==> config.mk <==
export PLATFORM = sky130hd
export DESIGN_NAME = bcd_conv_arbiter
export DESIGN_NICKNAME = d
export VERILOG_FILES = /design/src/rtl/bcd_conv_pkg.sv /design/src/rtl/rr_pick.sv /design/src/rtl/bcd_conv_arbiter.sv
export SDC_FILE = /design/constraint.sdc
export NUM_CORES = 1
export LEC_CHECK = 0
export BUFFER_PORTS_ARGS = -buffer_cell sky130_fd_sc_hd__buf_2
export CAP_MARGIN = 5
export CORE_MARGIN = 3
export CORE_UTILIZATION = 50
export CTS_CLUSTER_SIZE = 12
export DETAILED_ROUTE_END_ITERATION = 8
export PLACE_DENSITY = 0.83
export SYNTH_ARGS = -nofsm -noshare
export SYNTH_HDL_FRONTEND = slang
export SYNTH_SLANG_ARGS = --single-unit
export TNS_END_PERCENT = 50
==> constraint.sdc <==
create_clock -name clk -period 5.55 [get_ports clk]
set_clock_uncertainty 0.15 [all_clocks]
set_input_delay 0.2775 -clock clk [delete_from_list [all_inputs] [get_ports clk]]
set_output_delay 0.2775 -clock clk [all_outputs]
set_load 0.02 [all_outputs]
==> src/rtl/bcd_conv_pkg.sv <==
// Shared constants for the BCD-converter arbiter: data widths, digit limit and FSM encoding.
package bcd_conv_pkg;

  localparam int unsigned BcdW = 12;
  localparam int unsigned BinW = 10;
  localparam logic [3:0] DigitMax = 4'd9;

  typedef logic [1:0] state_t;

  localparam state_t StIdle  = 2'd0;
  localparam state_t StIssue = 2'd1;
  localparam state_t StWait  = 2'd2;
  localparam state_t StResp  = 2'd3;

  // True when any of the three nibbles is not a decimal digit.
  function automatic logic bcd_invalid(input logic [BcdW-1:0] v);
    return (v[3:0] > DigitMax) || (v[7:4] > DigitMax) || (v[11:8] > DigitMax);
  endfunction

endpackage

==> src/rtl/rr_pick.sv <==
// Combinational round-robin picker: first set req bit searching upward from last_grant+1.
module rr_pick #(
  parameter int unsigned NREQ = 4,
  parameter int unsigned IdxW = 2
) (
  input  logic [NREQ-1:0] req,
  input  logic [IdxW-1:0] last_grant,
  output logic [IdxW-1:0] grant,
  output logic            any
);

  always_comb begin
    int unsigned idx;
    idx   = 0;
    grant = '0;
    any   = 1'b0;
    for (int unsigned k = 1; k <= NREQ; k++) begin
      idx = (32'(last_grant) + k) % NREQ;
      if (!any && req[idx]) begin
        grant = idx[IdxW-1:0];
        any   = 1'b1;
      end
    end
  end

endmodule

==> src/rtl/bcd_conv_arbiter.sv <==
// Shares one BCD-to-binary converter among NREQ requesters with round-robin grant,
// operand validation and a converter timeout.
module bcd_conv_arbiter
  import bcd_conv_pkg::*;
#(
  parameter int unsigned NREQ    = 4,
  parameter int unsigned TIMEOUT = 31
) (
  input  logic                 clk,
  input  logic                 rst_n,
  input  logic [NREQ-1:0]      req,
  input  logic [BcdW*NREQ-1:0] req_bcd,
  output logic [NREQ-1:0]      ack,
  output logic [BinW-1:0]      rsp_bin,
  output logic                 rsp_err,
  output logic                 busy,
  output logic                 conv_start,
  output logic [BcdW-1:0]      conv_bcd,
  input  logic [BinW-1:0]      conv_bin,
  input  logic                 conv_done
);

  localparam int unsigned IdxW = $clog2(NREQ);
  localparam int unsigned TmrW = 8;
  localparam logic [TmrW-1:0] TmrLast = TmrW'(TIMEOUT - 1);

  state_t          state_q, state_d;
  logic [IdxW-1:0] grant_q, grant_d;
  logic [IdxW-1:0] last_q, last_d;
  logic [BcdW-1:0] bcd_q, bcd_d;
  logic [BinW-1:0] bin_q, bin_d;
  logic            err_q, err_d;
  logic [TmrW-1:0] timer_q, timer_d;

  logic [IdxW-1:0] pick;
  logic            pick_any;

  rr_pick #(
    .NREQ(NREQ),
    .IdxW(IdxW)
  ) u_rr_pick (
    .req       (req),
    .last_grant(last_q),
    .grant     (pick),
    .any       (pick_any)
  );

  always_comb begin
    state_d = state_q;
    grant_d = grant_q;
    last_d  = last_q;
    bcd_d   = bcd_q;
    bin_d   = bin_q;
    err_d   = err_q;
    timer_d = timer_q;
    case (state_q)
      StIdle: begin
        if (pick_any) begin
          grant_d = pick;
          bcd_d   = req_bcd[32'(pick)*BcdW +: BcdW];
          state_d = StIssue;
        end
      end
      StIssue: begin
        if (bcd_invalid(bcd_q)) begin
          bin_d   = '0;
          err_d   = 1'b1;
          state_d = StResp;
        end else begin
          timer_d = '0;
          state_d = StWait;
        end
      end
      StWait: begin
        // A completion in the timeout cycle still wins.
        if (conv_done) begin
          bin_d   = conv_bin;
          err_d   = 1'b0;
          state_d = StResp;
        end else if (timer_q == TmrLast) begin
          bin_d   = '0;
          err_d   = 1'b1;
          state_d = StResp;
        end else begin
          timer_d = timer_q + TmrW'(1);
        end
      end
      StResp: begin
        last_d  = grant_q;
        state_d = StIdle;
      end
      default: state_d = StIdle;
    endcase
  end

  always_ff @(posedge clk or negedge rst_n) begin
    if (!rst_n) begin
      state_q <= StIdle;
      grant_q <= '0;
      last_q  <= IdxW'(NREQ - 1);
      bcd_q   <= '0;
      bin_q   <= '0;
      err_q   <= 1'b0;
      timer_q <= '0;
    end else begin
      state_q <= state_d;
      grant_q <= grant_d;
      last_q  <= last_d;
      bcd_q   <= bcd_d;
      bin_q   <= bin_d;
      err_q   <= err_d;
      timer_q <= timer_d;
    end
  end

  logic in_resp;
  assign in_resp    = (state_q == StResp);
  assign busy       = (state_q != StIdle);
  assign conv_start = (state_q == StIssue) && !bcd_invalid(bcd_q);
  assign conv_bcd   = bcd_q;
  assign ack        = in_resp ? (NREQ'(1) << grant_q) : '0;
  assign rsp_bin    = in_resp ? bin_q : '0;
  assign rsp_err    = in_resp & err_q;

endmodule

==> After elaboration in Yosys (flattened, before gate mapping) <==
Index checks and enable logic that the tools add are counted.
{ "totals": {"register_bits": 37, "out_inout_bits": 29, "word_cells": 85} }
{ "classes": {"bitwise": 1, "eq_ne": 10, "reduce_logical": 17, "n_mux": 35, "magnitude_cmp": 7, "addsub": 5, "multipliers": 1, "n_shift": 2} }
{ "ops": {"columns": ["cell", "n"], "rows": [
  ["variable part select 48 x 7 -> 12 bit", 1],
  ["two-way mux 10 bit", 4],
  ["two-way mux 8 bit", 3],
  ["case mux 10 bit (2 select lines)", 1],
  ["case mux 8 bit (2 select lines)", 1],
  ["two-way mux 2 bit", 7],
  ["greater-than comparator 4 bit, second input constant", 3],
  ["less-than comparator 2 x 3 -> 1 bit, second input constant", 4],
  ["two-way mux 1 bit", 12],
  ["!= test 2 bit, second input constant", 5],
  ["adder 8 x 1 -> 8 bit, second input constant", 1],
  ["binary-select mux 1 bit (select 2 bit)", 4],
  ["== test 8 x 5 -> 1 bit, second input constant", 1],
  ["case mux 2 bit (4 select lines)", 1],
  ["adder 2 x 1 -> 2 bit, second input constant", 2],
  ["adder 2 bit, second input constant", 2],
  ["== test 2 bit, second input constant", 2],
  ["logical AND 1 bit", 4],
  ["logical NOT 1 bit", 4],
  ["multiplier 2 x 2 -> 4 bit, second input constant", 1],
  ["two-way mux 4 bit", 1],
  ["AND reduction 2 bit", 2],
  ["AND reduction 4 bit", 1],
  ["nonzero test 2 bit", 2],
  ["other kinds (8)", 9]
]} }

==> Logic depth before layout (Yosys ltp) <==
Gate-level depths: netlist (run 1).
{ "depth": {"word_depth": 15, "mapped_depth": 8, "mapped_depth_nobuf": 7} }

==> Cells and area by module <==
From an unflattened synthesis (run 1), not the netlist that was laid out.
{ "hier_totals": {"cells_unflattened": 196, "hier_area_um2": 2318.5} }
{ "by_module_without_submodules": {"columns": ["module", "seq_area_each_um2", "cells_each", "instances", "area_each_um2"], "rows": [
  ["bcd_conv_arbiter", 928.4, 182, 1, 2227.1],
  ["rr_pick", 0.0, 14, 1, 91.3]
]} }

==> Worst setup path after synthesis (run 1) <==
Ideal clock, no wire load.
{ "synth_timing": {"kind": "reg-to-reg", "from": "reg timer_q[0]", "to": "reg timer_q[7]", "n_path_buf": 0, "setup_time_ns": 0.087, "synth_period_minus_slack_ns": 1.950, "setup_slack_ns": 3.600, "required_ns": 5.313, "path_stages_with_launch": 8, "arrival_time_ns": 1.713, "cell_sequence": "dfrtp_1 inv_1 ha_1 nor4b_1 a211oi_2 o21bai_2 or4b_1 o211ai_1"} }
{ "synth_via": {"elab_chain_len": 4, "word_cells_on_any_way": 7, "cone_classes": "1 x add/sub; 2 x eq/ne; 3 x mux; 1 x reduce/logical"} }
{ "synth_rtl": {"columns": ["element", "line_no", "rtl"], "rows": [
  ["from (decl)", "bcd_conv_arbiter.sv:33", "logic [TmrW-1:0] timer_q, timer_d;"],
  ["from (signal assigned)", "bcd_conv_arbiter.sv:112", "timer_q <= timer_d;"],
  ["adder 8 x 1 -> 8 bit", "bcd_conv_arbiter.sv:85", "timer_d = timer_q + TmrW'(1);"],
  ["two-way mux 8 bit", "bcd_conv_arbiter.sv:80", "end else if (timer_q == TmrLast) begin"],
  ["two-way mux 8 bit", "bcd_conv_arbiter.sv:76", "if (conv_done) begin"],
  ["case mux 8 bit (2 select lines)", "bcd_conv_arbiter.sv:56", "case (state_q)"]
]} }
Several ways; a longest one is shown, not always the timed one. The select of a mux whose other input is x is not followed.
A chain may end at the register's enable or synchronous reset.

==> Worst setup path in the final report (run 1) <==
{ "layout_timing": {"from": "reg state_q[0]", "to": "reg timer_q[7]"} }
{ "layout_via": {"elab_chain_len": 3, "word_cells_on_any_way": 8, "cone_classes": "5 x eq/ne; 1 x mux; 2 x reduce/logical"} }
{ "layout_rtl": {"columns": ["element", "line_no", "rtl"], "rows": [
  ["from (decl)", "bcd_conv_arbiter.sv:27", "state_t state_q, state_d;"],
  ["from (signal assigned)", "bcd_conv_arbiter.sv:98", "state_q <= StIdle;"],
  ["from (signal assigned)", "bcd_conv_arbiter.sv:106", "state_q <= state_d;"],
  ["== test 2 bit / == test 2 x 1 -> 1 bit (equally long branches)", "bcd_conv_arbiter.sv:56", null],
  ["!= test 2 bit (no source line) / nonzero test 2 bit (equally long branches)", null, null],
  ["AND reduction 4 bit (no source line)", null, null]
]} }
Several ways; a longest one is shown, not always the timed one.

==> results.txt, run 1 <==
----------------------------------------------------
[Floorplan]
  Vertical die dimension ... 72.95 um
  Number of ports placed on the die boundary ... 94
  Core outline area ... 4173 sq um
  Floorplan die width ... 72.95 um
  Die Area ... 5321 sq um
  Number of rows created at floorplan ... 23
  Starting Density ... 53.70%

[Yosys]
  Synthesized flop and latch total ... 37
  Dominant register cell in the synthesized netlist ... sky130_fd_sc_hd__dfrtp_1
  Synth top area share ... 39.08%
  Post-synth top area cell ... sky130_fd_sc_hd__dfrtp_1
  EDFF count, synth ... 0
  Proportion of synthesized chip area in sequential cells ... 41.43%
  Number of unique standard cell types used by synthesis ... 49
  Yosys warns ... 0
  Ranking of synthesized cells by area ... sky130_fd_sc_hd__dfrtp_1, sky130_fd_sc_hd__mux2i_1, sky130_fd_sc_hd__a221oi_2, sky130_fd_sc_hd__a22o_1, sky130_fd_sc_hd__and2_1
  Share of flip-flops with an asynchronous set or reset after synthesis ... 100.0%
  Cell Area, Synth ... 2241 sq um
  Commonest cells in the netlist ... sky130_fd_sc_hd__dfrtp_1, sky130_fd_sc_hd__mux2i_1, sky130_fd_sc_hd__nor2_1
  Count of mapped cells out of synthesis ... 211
  Number of nets in the synthesized netlist ... 282
  Average instance area after synthesis ... 10.62 sq um
  Most common cell in the synthesized netlist ... sky130_fd_sc_hd__dfrtp_1

[Timing]
  Max Clock Freq ... 386.7 MHz
  Final Setup Violations ... 0
  Setup WS post-layout ... 2.964 ns
  Final clock period utilization by the worst path ... 46.59%
  Slew of the pin with the lowest slew margin ... 1.107 ns
  Setup repair after global routing missed its margin ... no
  Relative slew slack ... 25.94%
  Total negative slack for setup checks ... 0 ns
  Final period demand of the worst path ... 2.586 ns
  Total count of hold-check failures in the final report ... 0
  Slew Viols, Final ... 0

[CTS]
  Worst-case clock buffer depth ... 2
  Clock Sink Count ... 37
  Library cell used as clock root buffer ... sky130_fd_sc_hd__clkbuf_8
  Number of post-CTS setup repair buffers ... 0
  Clock buffers created by TritonCTS ... 5
  Clock latency of the later-clocked register in the worst-skew pair ... 0.29 ns
  Clock tree from TritonCTS ... built
  H-tree depth ... 2
  Post-CTS clock slew at the launch and capture registers of the worst setup and hold paths ... 0.08 ns

[Final layout]
  Footprint of the multi-input gates ... 1217 sq um
  Final #Nets ... 373
  Post-synthesis to final-layout area growth ... 27.41%
  Footprint of the flip-flops and latches ... 928.4 sq um
  Count of fill cells added during filler insertion ... 310
  Fraction of final layout cells with drive strength greater than 1 ... 41.25%
  Diodes inserted ... 0

[Drt]
  Total vias in the final route ... 1990
  First-pass iteration count of the detailed router ... 4
  Total Routed Length ... 5449 um
  Final antenna-violating net count ... 0
  Detailed Route Iter0 Violations ... 180
  Number of design rule violations left after detail routing ... 0
  Routed len/inst ... 15.44 um
  Via density ... 5.637

[Placement]
  Final GP Congestion ... 0.8812
  PortBufs ... 93
  Place WS ... 3.030 ns
  HPWL after detailed placement ... 4096 um

[Job]
  Number of violations of the max-capacitance limit ... 0

[GRT]
  Antenna violations before repair ... 0
  Via count of the first global-routing pass ... 1976
  Combined global-route utilization of all metal layers ... 21.91%
  Largest net degree at the start of global routing ... 38
  Wire length of the first global-routing pass ... 9045 um
  Global-route congestion overflow total ... 0

[Status]
  Run status ... completed

[Setup path]
  Capturing element type of the critical path ... register
  Top fanout value on the critical path ... 15
  Start-to-end type of the worst setup path ... register to register
  Crit path launch type ... register
  Required time at the worst-slack endpoint ... 5.62 ns
  Arrival @ worst endpoint ... 2.65 ns
  Setup slack of the most critical reg-to-reg path ... 2.96 ns

[Hold path]
  Tightest Hold Check Type ... input pin to register

[Pwr]
  IR drop worst, VDD ... 0.0002918 V
  LEAKAGE ... 0.001459 uW
  Power per cell area ... 523.7 nW/um^2

----------------------------------------------------
through the flow:
| stage | power, uW | util [%] | instances | hold WS [ns] | instance area (sq um) |
|---|---|---|---|---|---|
| global route | 1603 | 68.43 | 353 | 0.05323 | 2855 |
| global placement | 1182 | 64.89 | 344 | 0.2536 | 2708 |
| CTS | 1501 | 68.43 | 353 | 0.04882 | 2855 |
| floorplan | 1031 | - | 211 | -0.1681 | 2241 |
| finish | 1495 | 68.43 | 353 | 0.04973 | 2855 |
| detailed placement | 1210 | 64.89 | 344 | 0.2689 | 2708 |
path summary, 6_finish.rpt:
path,cells after the start,startpoint,to
setup / recovery,7,state_q[0],timer_q[7]
hold reg to reg,1,bin_q[5],bin_q[5]
min in group asynchronous,2,rst_n,bin_q[7]
max in group asynchronous,2,rst_n,conv_bcd[4]
hold / removal,2,conv_bin[1],bin_q[1]
setup reg to reg,7,state_q[0],timer_q[7]
what timing repair did:
action	4_1_cts	5_1_grt
gates resized for setup	0	0
hold endpoints to repair	35	0
hold buffers	1	0
cells in the final DEF (no fill, tap or decap), drive strengths merged, types with 4 or more instances in the layout:
cell,instances
nor2,19
nand3,5
ha,6
inv,10
o21ai,10
a221oi,12
a21oi,4
clkbuf,5
buf,93
nand2b,6
a22o,10
dfrtp,35
and2,12
and3,6
nand2,14
mux2i,25
flip-flops by register name (all words and copies together) (netlist names):
register	count
conv_bcd	12
err_q	1
grant_q	2
last_q	2
state_q	2
timer_q	8
bin_q	10
critical path, stage by stage, from the launching register on:
cell and delay [ns]:
sky130_fd_sc_hd__dfrtp_1 0.43, sky130_fd_sc_hd__inv_1 0.11, sky130_fd_sc_hd__ha_1 0.48, sky130_fd_sc_hd__inv_2 0.14, sky130_fd_sc_hd__a211oi_2 0.33, sky130_fd_sc_hd__o21bai_2 0.26, sky130_fd_sc_hd__or4b_1 0.52, sky130_fd_sc_hd__o211ai_1 0.09
where the power goes:
part           switching [uW]  total, uW  internal, uW
Clock                     102        283           181
Combinational             447        750           303
Sequential               86.8        463           376
cell families (layout without fill, tap and decap cells):
family                   after synthesis  after routing  share of synthesized area [%]
AND/OR/NAND/NOR                       72             72                          17.98
adder cells (fa/ha/maj)                6              6                          3.350
multiplexers                          26             26                          11.67
flip-flops                            37             37                          41.43
buffers and inverters                 19            111                          4.243
AO/OA/AOI/OAI                         51             51                          21.33
layout make-up:
cell class | instances | share of cell area, %
Clock inverter | 3 | 2.410
Sequential cell | 37 | 32.52
Tap cell | 50 | 2.191
Inverter | 9 | 1.183
Clock buffer | 5 | 2.410
Timing Repair Buffer | 94 | 16.65
Multi-Input combinational cell | 155 | 42.64
metal layers:
layer / up-vias / share of wire, % / global-route usage [%]
met5: - / 0 / 0
met4: 0 / 2.0 / 7.992
met3: 15 / 6.2 / 5.096
met2: 75 / 50 / 36.47
met1: 941 / 42 / 27.80
li1: 959 / - / -
(Power assumes the default switching activity.)
==> inputs of run 2 (changes only) <==
- ABC_AREA: not set -> 1
- CORE_UTILIZATION: 50 -> 45
- PLACE_DENSITY: 0.83 -> 0.77
- clock period: 5.55 -> 2.2 ns (I/O delays scaled with it)
==> results.txt, run 2 <==
----------------------------------------------------
[Yosys]
  Area share of and/or/nand/nor cells after synthesis ... 40.05% (+22 points)
  Synth top area share ... 35.00% (-4.1 points)
  Proportion of synthesized chip area in sequential cells ... 37.10% (-4.3 points)
  Commonest cells in the netlist ... sky130_fd_sc_hd__nand2_1, sky130_fd_sc_hd__nand3_1, sky130_fd_sc_hd__inv_1
  Average instance area after synthesis ... 7.232 sq um (-32%)
  Yosys warns ... 0 (unchanged)
  EDFF count, synth ... 0 (unchanged)
  Synthesized flop and latch total ... 37 (unchanged)
  Cell Area, Synth ... 2502 sq um (+12%)
  Most common cell in the synthesized netlist ... sky130_fd_sc_hd__nand2_1
  Post-synth top area cell ... sky130_fd_sc_hd__dfrtp_1
  Adder-cell share of the synthesized area ... 3.000% (-0.35 points)
  Post-synthesis compound-gate area fraction ... 9.050% (-12 points)
  Combinational family with the most area after synthesis ... simple AND/OR/NAND/NOR gates
  Count of mapped cells out of synthesis ... 346 (+64%)
  Share of flip-flops with an asynchronous set or reset after synthesis ... 100.0% (unchanged)
  Dominant register cell in the synthesized netlist ... sky130_fd_sc_hd__dfrtp_1
  Ranking of synthesized cells by area ... sky130_fd_sc_hd__dfrtp_1, sky130_fd_sc_hd__nand2_1, sky130_fd_sc_hd__nand3_1, sky130_fd_sc_hd__inv_1, sky130_fd_sc_hd__a22o_1
  Parity-gate share of the synthesized area counting xor and xnor cells ... 0.3500% (+0.35 points)
  Number of unique standard cell types used by synthesis ... 36 (-27%)
  Post-synthesis mux area share ... 0% (-12 points)
  Number of nets in the synthesized netlist ... 417 (+48%)

[Final layout]
  Most common library cell in the layout ignoring fill and taps ... sky130_fd_sc_hd__nand2_1
  Max reg flops ... 12 (unchanged)
  Count of fill cells added during filler insertion ... 408 (+32%)
  Post-synthesis to final-layout area growth ... 43.20%
  Final #Nets ... 539 (+45%)
  Fraction of final layout cells with drive strength greater than 1 ... 35.26% (-6.0 points)
  Top library cells by usage in the layout, fill and taps aside ... sky130_fd_sc_hd__nand2_1, sky130_fd_sc_hd__buf_2, sky130_fd_sc_hd__nand3_1, sky130_fd_sc_hd__inv_1, sky130_fd_sc_hd__dfrtp_1
  Diodes inserted ... 0 (unchanged)

[Setup path]
  Top fanout value on the critical path ... 12 (-3)
  Origin of the critical flop-to-flop path ... last_q[0]
  Crit path launch type ... register
  Slowest stage cell, crit path ... sky130_fd_sc_hd__dfstp_2
  Capturing element type of the critical path ... register
  Arrival @ worst endpoint ... 2.23 ns (-0.42 ns)
  Startpoint of the worst setup timing path ... last_q[0]
  Required time at the worst-slack endpoint ... 2.22 ns (-3.40 ns)
  R2r endpoint ... conv_bcd[1]
  Worst R2R Path Depth ... 10 (+3)
  Most frequent cell on the critical path ... sky130_fd_sc_hd__nand2_1
  Cell-by-cell trace of the critical path ... buf_6, nand2_1, nand3_2, nand2_2, nor3_2, nand2_1, nand3_4, nand3_1, nand3_1, nand2_1
  Start-to-end type of the worst setup path ... register to register
  CP max stage delay ... 0.61 ns (+0.09 ns)
  Setup slack of the most critical reg-to-reg path ... -0.01 ns (-2.98 ns)

[GRT]
  GR Layer Usage met3 ... 4.596% (-0.50 points)
  Global-route layer with the greatest usage ... met2
  Wire length of the first global-routing pass ... 10710 um (+18%)
  Antenna violations before repair ... 0 (unchanged)
  Routing usage on met2 ... 35.84% (-0.63 points)
  Met1 layer usage reported by global route ... 26.25% (-1.5 points)
  Combined global-route utilization of all metal layers ... 20.81% (-1.1 points)
  Largest net degree at the start of global routing ... 38 (unchanged)
  Global-route congestion overflow total ... 0 (unchanged)
  Via count of the first global-routing pass ... 2371 (+20%)

[Placement]
  HPWL after detailed placement ... 5066 um (+24%)
  Final GP Congestion ... 0.8285 (-6.0%)
  PortBufs ... 93 (unchanged)

[CTS]
  Clock buffers created by TritonCTS ... 5 (unchanged)
  Clock Sink Count ... 37 (unchanged)
  Clock latency of the later-clocked register in the worst-skew pair ... 0.28 ns (about the same)
  H-tree depth ... 2 (unchanged)
  Post-CTS clock slew at the launch and capture registers of the worst setup and hold paths ... 0.07 ns (about the same)
  Worst-case clock buffer depth ... 2 (unchanged)
  Clock tree from TritonCTS ... built
  Library cell used as clock root buffer ... sky130_fd_sc_hd__clkbuf_8

[Hold path]
  Number of cells on the worst hold path ... 5 (+3)
  Min-delay src ... req_bcd[4]
  Tightest Hold Check Type ... input pin to register
  Destination of the worst hold path ... conv_bcd[4]

[Pwr]
  Switching power of the nets ... 3040 uW (+380%)
  Switching fraction of total power ... 51.94% (+9.4 points)
  LEAKAGE ... 0.001986 uW (+36%)
  Reg power frac ... 20.6% (-10 points)
  Power share of the clock group ... 8.0% (-11 points)
  IR drop worst, VDD ... 0.0008465 V (+190%)
  Gate power share ... 71.4% (+21 points)
  Total internal power ... 2813 uW (+230%)
  Power per cell area ... 1633 nW/um^2 (+210%)

[Timing]
  Setup repair after global routing missed its margin ... yes
  Relative slew slack ... 45.86% (+20 points)
  Final clock period utilization by the worst path ... 100.5% (+54 points)
  Max Clock Freq ... 452.1 MHz (+17%)
  Slew Viols, Final ... 0 (unchanged)
  Final Setup Violations ... 4 (+4)
  Setup WS post-layout ... -0.01172 ns (-2.976 ns)
  Total negative slack for setup checks ... -0.02018 ns (-0.02018 ns)
  Slew of the pin with the lowest slew margin ... 0.8121 ns (-0.2948 ns)
  Total count of hold-check failures in the final report ... 0 (unchanged)
  Worst hold slack ... 0.006889 ns (-0.04284 ns)
  Final period demand of the worst path ... 2.212 ns (-0.3742 ns)

[Drt]
  Number of design rule violations left after detail routing ... 0 (unchanged)
  Total vias in the final route ... 2857 (+44%)
  First-pass iteration count of the detailed router ... 5 (+1)
  Total Routed Length ... 7928 um (+45%)
  Via density ... 5.310 (-5.8%)
  Detailed Route Iter0 Violations ... 175 (-2.8%)
  Final antenna-violating net count ... 0 (unchanged)
  Routed len/inst ... 14.74 um (-4.5%)

[Job]
  Number of violations of the max-capacitance limit ... 0 (unchanged)

[Floorplan]
  Core outline area ... 5238 sq um (+26%)
  Number of rows created at floorplan ... 26 (+13%)
  Die Area ... 6492 sq um (+22%)
  Floorplan die width ... 80.57 um (+10%)
  Vertical die dimension ... 80.57 um (+10%)
  Starting Density ... 47.78% (-5.9 points)
  Number of ports placed on the die boundary ... 94 (unchanged)

[Status]
  Failing checks ... negative setup slack
  Run status ... complete, but fails checks

----------------------------------------------------
## run 2: cell types whose count changed after synthesis, moves of 7 or more
cell                       previous run  this run
sky130_fd_sc_hd__nand2_1             14       106
sky130_fd_sc_hd__nand3_1              5        56
sky130_fd_sc_hd__inv_1                8        36
sky130_fd_sc_hd__mux2i_1             25         0
sky130_fd_sc_hd__nand4_1              1        14
sky130_fd_sc_hd__and2_1              12         0
sky130_fd_sc_hd__a221oi_2            10         0
sky130_fd_sc_hd__nand2_2              0         8
sky130_fd_sc_hd__nor2_1              19        12
## run 2: critical path: cells and delay by family, from the launching register on
family / cells / cell delay, ns
flip-flops: 1 / 0.61
buffers and inverters: 1 / 0.12
AND/OR/NAND/NOR: 9 / 1.23
## run 2: power groups by stage
| stage | logic (uW) | clock network (uW) | registers, uW |
|---|---|---|---|
| after floorplan | 2410 | 0 | 1280 |
| after global placement | 3120 | 0 | 1230 |
| after detailed placement | 3170 | 0 | 1230 |
| after CTS | 3200 | 485 | 1220 |
| after global routing | 4550 | 514 | 1250 |
| final | 4180 | 470 | 1210 |
## run 2: worst max path at each step
stage	end	slack, ns
after global routing	conv_bcd[7]	-0.16
after CTS	conv_bcd[3]	0.04
after detailed placement	conv_bcd[3]	0.04
after floorplan	conv_bcd[8]	0.26
final	conv_bcd[1]	-0.01
after global placement	conv_bcd[6]	0.12
## run 2: area by class of cell
type	instances	area, sq um	share of cell area (%)
Timing Repair inverter	1	7.507	0.2095
Tap cell	70	87.58	2.444
Sequential cell	37	928.4	25.91
Clock buffer	6	82.58	2.304
Timing Repair Buffer	124	808.3	22.56
Clock inverter	1	7.507	0.2095
Multi-Input combinational cell	256	1484	41.41
Inverter	43	177.7	4.958
## run 2: kinds of logic after synthesis
logic type      Yosys count
buf+inv                  57
flops                    37
compound gates           34
xor+xnor                  1
simple gates            211
fa+ha+maj                 6
## run 2: repair_timing
item,CTS,global route
hold buffers,11,0
setup endpoints to repair,0,16
buffers inserted,0,7
resized for setup,0,43
hold endpoints to repair,45,0
## run 2: metrics by stage
step / cell area (sq um) / setup WS, ns / util [%] / power [uW] / cells
5_1_grt: 3583 / -0.1577 / 68.42 / 6307 / 538
3_3_place_gp: 3035 / 0.1221 / 57.96 / 4344 / 505
2_1_floorplan: 2502 / 0.2638 / - / 3691 / 346
4_1_cts: 3236 / 0.03725 / 61.78 / 4903 / 523
3_5_place_dp: 3035 / 0.04032 / 57.96 / 4399 / 505
6_report: 3583 / -0.01172 / 68.42 / 5853 / 538
## run 2: metal layers
metal	vias up	routed length, um
met5	-	0
met4	0	174
met3	19	671
met2	151	3968
met1	1302	3114
li1	1385	-
==> inputs of run 3 (changes only) <==
- ABC_AREA: 1 -> not set
- CORE_MARGIN: 3 -> not set
- CORE_UTILIZATION: 45 -> 43
- PLACE_DENSITY: 0.77 -> 0.76
==> results.txt, run 3 (synthesized netlist as in run 1, its figures left out) <==
----------------------------------------------------
[Drt]
  Via density ... 5.254 (-1.1%)
  Routed len/inst ... 13.83 um (-6.2%)
  Detailed Route Iter0 Violations ... 96 (-45%)
  Total met3 wirelength after detailed routing ... 205 um (-69%)
  Detailed-route wire length on metal 1 ... 2345 um (-25%)
  Uppermost routed layer ... met4
  Final antenna-violating net count ... 0 (unchanged)
  First-pass iteration count of the detailed router ... 4 (-1)
  Total Routed Length ... 5379 um (-32%)
  Met2 routed wirelength ... 2718 um (-32%)
  Total vias in the final route ... 2044 (-28%)
  Number of design rule violations left after detail routing ... 0 (unchanged)

[Timing]
  Total count of hold-check failures in the final report ... 0 (unchanged)
  Setup repair after global routing missed its margin ... yes
  Slew of the pin with the lowest slew margin ... 0.8334 ns (+0.02132 ns)
  Final clock period utilization by the worst path ... 96.62% (-3.9 points)
  Total negative slack for setup checks ... 0 ns (+0.02018 ns)
  Slew Viols, Final ... 0 (unchanged)
  Final Setup Violations ... 0 (-4)
  Max Clock Freq ... 470.4 MHz (+4.0%)
  Worst hold slack ... 0.005880 ns (-0.001009 ns)
  Relative slew slack ... 44.44% (-1.4 points)
  Final period demand of the worst path ... 2.126 ns (-0.08603 ns)

[Setup path]
  Worst R2R Path Depth ... 7 (-3)
  Startpoint of the worst setup timing path ... timer_q[0]
  Origin of the critical flop-to-flop path ... timer_q[0]
  Crit path launch type ... register
  Required time at the worst-slack endpoint ... 2.26 ns (+0.04 ns)
  End point of the critical path ... timer_q[7]
  Arrival @ worst endpoint ... 2.19 ns (-0.04 ns)
  Top fanout value on the critical path ... 6 (-6)
  R2r endpoint ... timer_q[7]
  Start-to-end type of the worst setup path ... register to register
  Setup slack of the most critical reg-to-reg path ... 0.07 ns (+0.09 ns)
  Capturing element type of the critical path ... register

[Final layout]
  Fraction of final layout cells with drive strength greater than 1 ... 42.55% (+7.3 points)
  Post-synthesis to final-layout area growth ... 34.00%
  Fraction of the core area covered by cells at the end of the flow ... 61.54% (-6.9 points)
  Diodes inserted ... 0 (unchanged)
  Most common library cell in the layout ignoring fill and taps ... sky130_fd_sc_hd__buf_2
  Top library cells by usage in the layout, fill and taps aside ... sky130_fd_sc_hd__buf_2, sky130_fd_sc_hd__dfrtp_1, sky130_fd_sc_hd__mux2i_1, sky130_fd_sc_hd__nor2_1, sky130_fd_sc_hd__nand2_1
  Max reg flops ... 12 (unchanged)
  Final #Nets ... 392 (-27%)
  Count of fill cells added during filler insertion ... 451 (+11%)

[CTS]
  Post-CTS clock slew at the launch and capture registers of the worst setup and hold paths ... 0.08 ns (about the same)
  Clock latency of the later-clocked register in the worst-skew pair ... 0.29 ns (about the same)
  Library cell used as clock root buffer ... sky130_fd_sc_hd__clkbuf_8
  Clock Sink Count ... 37 (unchanged)
  Clock buffers created by TritonCTS ... 5 (unchanged)
  Number of post-CTS setup repair buffers ... 0 (unchanged)
  Clock tree from TritonCTS ... built
  H-tree depth ... 2 (unchanged)
  Worst-case clock buffer depth ... 2 (unchanged)

[GRT]
  Antenna violations before repair ... 0 (unchanged)
  Wire length of the first global-routing pass ... 9101 um (-15%)
  Via count of the first global-routing pass ... 2066 (-13%)
  Largest net degree at the start of global routing ... 38 (unchanged)
  Global-route congestion overflow total ... 0 (unchanged)
  Combined global-route utilization of all metal layers ... 21.55% (+0.74 points)

[Floorplan]
  Floorplan die width ... 74.19 um (-7.9%)
  Number of ports placed on the die boundary ... 94 (unchanged)
  Core outline area ... 4880 sq um (-6.8%)
  Vertical die dimension ... 74.19 um (-7.9%)
  Number of rows created at floorplan ... 25 (-3.8%)
  Die Area ... 5504 sq um (-15%)
  Starting Density ... 45.92% (-1.9 points)

[Placement]
  HPWL after detailed placement ... 3917 um (-23%)
  PortBufs ... 93 (unchanged)
  Final GP Congestion ... 0.8307 (+0.27%)

[Job]
  Number of violations of the max-capacitance limit ... 0 (unchanged)

[Pwr]
  Power share of the clock group ... 13.0% (+5.0 points)
  Power per cell area ... 1211 nW/um^2 (-26%)
  Total internal power ... 2037 uW (-28%)
  Switching power of the nets ... 1599 uW (-47%)
  LEAKAGE ... 0.001522 uW (-23%)
  Post-layout power ... 3636 uW (-38%)
  Reg power frac ... 31.9% (+11 points)
  IR drop worst, VDD ... 0.0006397 V (-24%)
  Switching fraction of total power ... 43.97% (-8.0 points)
  Gate power share ... 55.2% (-16 points)

[Hold path]
  Number of cells on the worst hold path ... 3 (-2)
  Min-delay src ... req_bcd[44]
  Tightest Hold Check Type ... input pin to register

[Status]
  Run status ... completed

----------------------------------------------------
-- run 3: cell count changes in the layout (fill, tap and decap cells not counted), sizes merged, moves of 12 or more --
cell,change
and2,+12
nand2,-102
a221oi,+12
nand4,-13
nand3,-59
mux2i,+25
inv,-32
-- run 3: per-layer routing --
layer	vias to the layer above	GRT usage, %
met2	61	38.48
li1	995	-
met5	-	0
met1	978	25.37
met3	10	4.743
met4	0	7.692
-- run 3: timing repair --
| action | in CTS | in global routing |
|---|---|---|
| endpoints found under the setup margin | 12 | 5 |
| hold buffers | 11 | 0 |
| hold endpoints to repair | 45 | 0 |
| pin swaps | 0 | 0 |
| gates resized for setup | 1 | 2 |
-- run 3: area by class of cell --
cell class / count / area (sq um) / area share [%]
Multi-Input combinational cell: 155 / 1227 / 40.88
Sequential cell: 37 / 928.4 / 30.92
Timing Repair Buffer: 113 / 643.1 / 21.42
Tap cell: 67 / 83.83 / 2.792
Clock buffer: 5 / 68.82 / 2.292
Inverter: 9 / 33.78 / 1.125
Clock inverter: 3 / 17.52 / 0.5833
-- run 3: power groups by stage --
stage                     sequential [uW]  clock [uW]  combinational [uW]
after floorplan                      1250           0                1350
after CTS                            1150         475                2020
after global placement               1150           0                1950
after global routing                 1190         509                2220
final                                1160         471                2010
after detailed placement             1160           0                1990
-- run 3: through the flow --
stage               worst slack, ns  std cells  area [sq um]
global placement           -0.08223        370          2796
global route               -0.01387        389          3003
detailed placement          -0.1540        370          2796
floorplan                    0.2502        211          2241
CTS                         0.08251        389          2995
finish                      0.07430        389          3003
-- run 3: worst min-delay path by stage --
stage,slack [ns],endpoint
after floorplan,-0.34,bin_q[0]
after global placement,0.1,conv_bcd[8]
after detailed placement,0.10,conv_bcd[8]
after CTS,0.02,conv_bcd[8]
after global routing,0.02,conv_bcd[8]
final,0.006,conv_bcd[8]
-- run 3: worst max-delay path: stages, from the launching register on --
cell and delay, ns:
sky130_fd_sc_hd__dfrtp_1 0.40, sky130_fd_sc_hd__inv_1 0.08, sky130_fd_sc_hd__ha_1 0.19, sky130_fd_sc_hd__nor4b_2 0.16
sky130_fd_sc_hd__a211oi_2 0.31, sky130_fd_sc_hd__o21bai_2 0.16, sky130_fd_sc_hd__or4b_1 0.49, sky130_fd_sc_hd__o211ai_1 0.10
